$ cat config.mk
export PLATFORM = sky130hd
export DESIGN_NAME = mem_access_sequencer
export DESIGN_NICKNAME = d
export VERILOG_FILES = /design/src/rtl/mem_access_sequencer.sv
export SDC_FILE = /design/constraint.sdc
export NUM_CORES = 1
export LEC_CHECK = 0
export ABC_AREA = 1
export BUFFER_PORTS_ARGS = -buffer_cell sky130_fd_sc_hd__clkbuf_2
export CAP_MARGIN = 40
export CORE_ASPECT_RATIO = 0.75
export CORE_MARGIN = 2
export CORE_UTILIZATION = 51
export CTS_CLUSTER_SIZE = 28
export DETAILED_ROUTE_END_ITERATION = 10
export PLACE_DENSITY = 0.85
export REMOVE_ABC_BUFFERS = 1
export SYNTH_ARGS = -nofsm -noshare
export SYNTH_HDL_FRONTEND = slang
export SYNTH_SLANG_ARGS = --single-unit
$ cat constraint.sdc
create_clock -name clk -period 2.7 [get_ports clk]
set_clock_uncertainty 0.05 [all_clocks]
set_input_delay 0.135 -clock clk [delete_from_list [all_inputs] [get_ports clk]]
set_output_delay 0.135 -clock clk [all_outputs]
set_load 0.01 [all_outputs]
$ cat src/rtl/mem_access_sequencer.sv
// Sequences one MEM-stage load/store onto the data memory port, splitting misaligned
// halfword/word accesses into byte accesses when MISALIGN_SPLIT_EN is defined.

`ifndef DM_OP_BIT
`define DM_OP_BIT 3
`define DM_OP_WD  3'd1
`define DM_OP_UH  3'd2
`define DM_OP_SH  3'd3
`define DM_OP_UB  3'd4
`define DM_OP_SB  3'd5
`endif

module mem_access_sequencer (
  input  logic                  clk,
  input  logic                  rst_n,
  input  logic                  req_valid,
  output logic                  req_ready,
  input  logic [`DM_OP_BIT-1:0] req_op,
  input  logic                  req_we,
  input  logic [31:0]           req_addr,
  input  logic [31:0]           req_wdata,
  output logic                  resp_valid,
  output logic [31:0]           resp_rdata,
  output logic                  resp_err,
  output logic                  mem_en,
  output logic                  mem_w_en,
  output logic [`DM_OP_BIT-1:0] mem_op,
  output logic [31:0]           mem_addr,
  output logic [31:0]           mem_wdata,
  input  logic [31:0]           mem_rdata
);

  typedef enum logic [1:0] {StIdle, StXfer, StResp} state_e;

  state_e                  state_q, state_d;
  logic [`DM_OP_BIT-1:0]   op_q, op_d;
  logic                    we_q, we_d;
  logic                    err_q, err_d;
  logic [31:0]             addr_q, addr_d;
  logic [31:0]             wdata_q, wdata_d;
  logic [31:0]             rdata_q, rdata_d;
  logic                    op_valid, op_aligned, reject, accept, in_xfer, in_resp;

`ifdef MISALIGN_SPLIT_EN
  logic                    split_q, split_d;
  logic [1:0]              idx_q, idx_d, last_idx;
  logic [31:0]             buf_q, buf_d, split_rdata;
`endif

  assign in_xfer   = (state_q == StXfer);
  assign in_resp   = (state_q == StResp);
  assign req_ready = rst_n && (state_q == StIdle);
  assign accept    = req_valid && req_ready;

  always_comb begin
    op_valid   = 1'b1;
    op_aligned = 1'b1;
    case (req_op)
      `DM_OP_WD:            op_aligned = (req_addr[1:0] == 2'b00);
      `DM_OP_UH, `DM_OP_SH: op_aligned = !req_addr[0];
      `DM_OP_UB, `DM_OP_SB: op_aligned = 1'b1;
      default:              op_valid   = 1'b0;
    endcase
  end

`ifdef MISALIGN_SPLIT_EN
  assign reject   = !op_valid;
  assign last_idx = (op_q == `DM_OP_WD) ? 2'd3 : 2'd1;

  always_comb begin
    case (op_q)
      `DM_OP_WD: split_rdata = buf_q;
      `DM_OP_SH: split_rdata = {{16{buf_q[15]}}, buf_q[15:0]};
      default:   split_rdata = {16'h0, buf_q[15:0]};
    endcase
  end
`else
  assign reject = !(op_valid && op_aligned);
`endif

  always_comb begin
    state_d = state_q;
    op_d    = op_q;
    we_d    = we_q;
    err_d   = err_q;
    addr_d  = addr_q;
    wdata_d = wdata_q;
    rdata_d = rdata_q;
`ifdef MISALIGN_SPLIT_EN
    split_d = split_q;
    idx_d   = idx_q;
    buf_d   = buf_q;
`endif
    case (state_q)
      StIdle: begin
        if (accept) begin
          op_d    = req_op;
          we_d    = req_we;
          addr_d  = req_addr;
          wdata_d = req_wdata;
          err_d   = reject;
          rdata_d = '0;
`ifdef MISALIGN_SPLIT_EN
          split_d = !reject && !op_aligned;
          idx_d   = 2'd0;
          buf_d   = '0;
`endif
          state_d = reject ? StResp : StXfer;
        end
      end
      StXfer: begin
`ifdef MISALIGN_SPLIT_EN
        if (split_q) begin
          if (!we_q) buf_d[{idx_q, 3'b000} +: 8] = mem_rdata[7:0];
          idx_d = idx_q + 2'd1;
          if (idx_q == last_idx) state_d = StResp;
        end else begin
          if (!we_q) rdata_d = mem_rdata;
          state_d = StResp;
        end
`else
        if (!we_q) rdata_d = mem_rdata;
        state_d = StResp;
`endif
      end
      StResp:  state_d = StIdle;
      default: state_d = StIdle;
    endcase
  end

  always_comb begin
    mem_en     = in_xfer;
    mem_w_en   = in_xfer && we_q;
    mem_op     = '0;
    mem_addr   = '0;
    mem_wdata  = '0;
    if (in_xfer) begin
      mem_op    = op_q;
      mem_addr  = addr_q;
      mem_wdata = wdata_q;
`ifdef MISALIGN_SPLIT_EN
      if (split_q) begin
        mem_op    = `DM_OP_UB;
        mem_addr  = addr_q + {30'd0, idx_q};
        mem_wdata = {24'h0, wdata_q[{idx_q, 3'b000} +: 8]};
      end
`endif
    end
    resp_valid = in_resp;
    resp_err   = in_resp && err_q;
    resp_rdata = in_resp ? rdata_q : '0;
`ifdef MISALIGN_SPLIT_EN
    if (in_resp && split_q) resp_rdata = split_rdata;
`endif
  end

  always_ff @(posedge clk or negedge rst_n) begin
    if (!rst_n) begin
      state_q <= StIdle;
      op_q    <= '0;
      we_q    <= 1'b0;
      err_q   <= 1'b0;
      addr_q  <= '0;
      wdata_q <= '0;
      rdata_q <= '0;
`ifdef MISALIGN_SPLIT_EN
      split_q <= 1'b0;
      idx_q   <= '0;
      buf_q   <= '0;
`endif
    end else begin
      state_q <= state_d;
      op_q    <= op_d;
      we_q    <= we_d;
      err_q   <= err_d;
      addr_q  <= addr_d;
      wdata_q <= wdata_d;
      rdata_q <= rdata_d;
`ifdef MISALIGN_SPLIT_EN
      split_q <= split_d;
      idx_q   <= idx_d;
      buf_q   <= buf_d;
`endif
    end
  end

endmodule

### Word-level counts from Yosys, hierarchy flattened

Index checks and enable logic that the tools add are counted.

* eq/ne operators: 9
* muxes and demuxes: 12
* reductions and logical operators: 14

Operator list (number)
* 2-to-1 mux 32 bit: 5
* one-hot mux 32 bit (2 select lines): 1
* == test 3 x 2 -> 1 bit, second input constant: 2
* == test 3 bit, second input constant: 2
* logical AND 1 bit: 5
* OR reduction 5 bit: 1
* zero test 2 bit: 2
* 2-to-1 mux 2 bit: 2
* != test 2 bit, second input constant: 2
* one-hot mux 2 bit (2 select lines): 1
* == test 3 x 1 -> 1 bit, second input constant: 1
* 2-to-1 mux 3 bit: 1
* AND reduction 3 bit: 1
* == test 2 x 1 -> 1 bit, second input constant: 1
* == test 2 bit, second input constant: 1
* zero test 1 bit: 2
* one-hot mux 1 bit (2 select lines): 1
* AND reduction 2 bit: 1
* nonzero test 2 bit: 1
* OR reduction 2 bit: 1
* 2-to-1 mux 1 bit: 1

* bits in registers: 103
* input bits: 103
* output and inout port bits: 104

### Depth between registers and ports, before layout

* word-level depth: 7
* gate-level depth with buffers: 8
* depth with buffers taken out: 6

### Least setup slack after synthesis

OpenSTA, ideal clock, no wires.

* kind: flip-flop to output port
* start point: reg state_q[0]
* end point: out mem_addr[24]
* arrival: 1.217 ns
* slack: 1.298 ns
* cell stages (with the launch flop): 8
* buffers on the path: 3
* cell sequence: dfrtp_1 > buf_6 > inv_1 > nor2_2 > inv_2 > buf_2 > buf_2 > nor2_1

* longest elaborated chain between the ends: 2

Ends and longest elaborated chain
* start: declaration: RTL line 35 `state_e state_q, state_d;`
* start signal: assignment: RTL line 159 `state_q <= StIdle;`
* start signal: assignment: RTL line 172 `state_q <= state_d;`
* == test 2 x 1 -> 1 bit: RTL line 50 `assign in_xfer = (state_q == StXfer);`
* via mem_en: RTL line 25 `output logic mem_en,`
* 2-to-1 mux 32 bit: RTL line 137 `if (in_xfer) begin`
* end: declaration: RTL line 28 `output logic [31:0] mem_addr,`

The timed path passes the listed nets, and every way through them passes these cells.

### Final worst setup path

* start point: reg state_q[1]
* end point: out resp_rdata[14]

* longest elaborated chain between the ends: 2

Ends and longest elaborated chain
* == test 2 bit: RTL line 51 `assign in_resp = (state_q == StResp);`
* 2-to-1 mux 32 bit: RTL line 151 `resp_rdata = in_resp ? rdata_q : '0;`
* end: declaration: RTL line 23 `output logic [31:0] resp_rdata,`

No other way between the ends.

==> out/metrics.yaml <==
gp_congestion: 0.914
cpPeakStageDelay_ns: 0.45
reg2reg_slack_ns: 0.81
final_common_cell: "clkbuf_2"
rsz0062_at_grt: "false"
path_cells: "inv_2 > nor2_1 > inv_2 > nor2_1 > clkbuf_2"
crit_end: "resp_rdata[14]"
relSlewSlack: 0.418
postCtsSetupRepairBufs: 0
final_antenna_net_count: 0
start_kind: "flop"
clock_path_buffers: 2
pin_count: 207
p_per_area_nw_per_um2: 578
path_clk_slew_ns: 0.07
reg2reg_to: "wdata_q[14]$_DFFE_PN0P_"
drcViolationCount: 0
rows: 30
die_width_um: 115
hold_class: "in -> reg"
dp_hpwl_mm: 8.83
cp_data_required_time_ns: 2.52
ir_worst_vdd_mv: 0.448
grt_pass1_vias: 5059
synthCells: 602
regToRegStartpoint: "state_q[0]$_DFFE_PN0P_"
slew_viol_final: 0
htreeDepth: 3
firstDrtPassIters: 5
track_usage: 0.301
cts.sink_count: 103
tightestPinTransition_ns: 0.873
worstHoldPathCells: 3
fp.dieArea_um2: 10100
synth_cell_type_count: 18
wl_mm: 15.0
p_total_mw: 4.04
n_antenna_cell: 0
ys_seq_area_frac: 0.545
finalSetupTns_ns: 0
ys_ff_latch: 103
clock_latency_ns: 0.34
cp.arrival_ns: 2.06
antenna_found_initial: 0
period_share: 0.831
critPathSlowestCell: "dfrtp_1"
clockRootBuffer: "clkbuf_16"
cp-end-kind: "output port"
crit_fanout: 33
portBuffers: 206
grt_overflow: 0
final_cell_mix: "205 x clkbuf_2, 141 x nand2_1, 106 x inv_1, 103 x nor2_1, 103 x dfrtp_1"
wl_per_cell_um: 14.8
worstRegToRegCells: 6
setup_viol: 0
post_drt_via_cell_ratio: 4.92
p_leak_nw: 3.77
avgSynthCellArea_um2: 7.86
via_count: 4982
status: "finished, final reports clean"
worstSetupStartpoint: "state_q[1]$_DFFE_PN0P_"
initialDrtViolationCount: 435
cts_tree: "done"
drive_gt1_frac: 0.268
fin_crit_ns: 2.24
hold_viol_final: 0
syn_to_final_growth_pct: 47.7
syn_area_um2: 4730
start_util: 0.523
grt_first_pass_wirelength_mm: 23.4
crit_type: "reg -> out"
grt_max_degree: 69
coreArea_um2: 9050
cts_made_buffers: 9
die_h_um: 87.4
final_util: 0.772
max_freq_mhz: 446
fin_nets: 983
yosysWarnings: 0
cap_viol_max_count: 0
==> synthesized netlist by cell type (all sizes together) <==
cell type / count / area, µm²
a21oi: 2 / 10.0
clkbuf: 16 / 60.1
buf: 21 / 161
clkinv: 1 / 3.75
dfrtp: 103 / 2580
o21ai: 69 / 345
nand4: 32 / 200
nand3: 2 / 22.5
nor2: 105 / 404
inv: 110 / 415
nand2: 141 / 529
==> logic make-up after synthesis <==
logic type	synth area share
flip-flops	0.545
AO/OA/AOI/OAI	0.0751
buffers and inverters	0.135
AND/OR/NAND/NOR	0.244
==> repair_timing <==
item / 4_1_cts / 5_1_grt
hold buffers: 89 / 0
gates resized for setup: 0 / 0
hold endpoints to repair: 123 / 0
==> metal layers <==
layer,part of all wire,global-route usage,vias to the layer above
met5,0,0,-
met4,0.037,0.138,0
met3,0.082,0.0870,52
met2,0.50,0.529,278
met1,0.38,0.342,2289
li1,-,-,2363
==> stage by stage <==
| step | cell area, µm² | worst slack [ns] | instances | hold WS, ns |
|---|---|---|---|---|
| final | 6990 | 0.456 | 1013 | 0.00959 |
| after global routing | 6990 | 0.304 | 1013 | 0.00560 |
| after CTS | 6990 | 0.479 | 1013 | 0.000275 |
| after detailed placement | 5780 | 0.854 | 908 | 0.209 |
| after global placement | 5780 | 0.926 | 908 | 0.190 |
| after floorplan | 4510 | 0.664 | 565 | -0.211 |
==> area by class of cell <==
type / instances / area, µm²
Clock buffer: 10 / 229
Clock inverter: 6 / 85.1
Fill cell: 589 / 2060
Inverter: 111 / 419
Multi-Input combinational cell: 351 / 1510
Sequential cell: 103 / 2580
Tap cell: 128 / 160
Timing Repair Buffer: 304 / 2000
==> critical path: cells and delay by family, from the launching register on <==
kind	cells	cell delay, ns
buf+inv	3	1.03
flops	1	0.45
simple gates	2	0.24
==> how the worst min path moves through the flow <==
| stage | from | to | slack [ns] |
|---|---|---|---|
| 2_1_floorplan | rst_n | addr_q[0]$_DFFE_PN0P_ | -0.21 |
| 3_3_place_gp | rst_n | state_q[1]$_DFFE_PN0P_ | 0.19 |
| 3_5_place_dp | rst_n | we_q$_DFFE_PN0P_ | 0.21 |
| 4_1_cts | req_addr[0] | addr_q[0]$_DFFE_PN0P_ | 0.0003 |
| 5_1_grt | mem_rdata[0] | rdata_q[0]$_DFFE_PN0P_ | 0.006 |
| 6_report | mem_rdata[0] | rdata_q[0]$_DFFE_PN0P_ | 0.01 |
==> registers in the layout, indices dropped and copies added (netlist names) <==
name	cells
rdata_q	32
we_q	1
wdata_q	32
err_q	1
op_q	3
state_q	2
addr_q	32
==> where the power goes <==
group / total (mW) / internal [mW] / switching [mW] / leakage [nW]
registers: 1.87 / 1.78 / 0.0948 / 1.32
logic: 0.792 / 0.309 / 0.483 / 2.31
clock network: 1.37 / 0.810 / 0.562 / 0.148
Power figures use the tool's default switching activity.
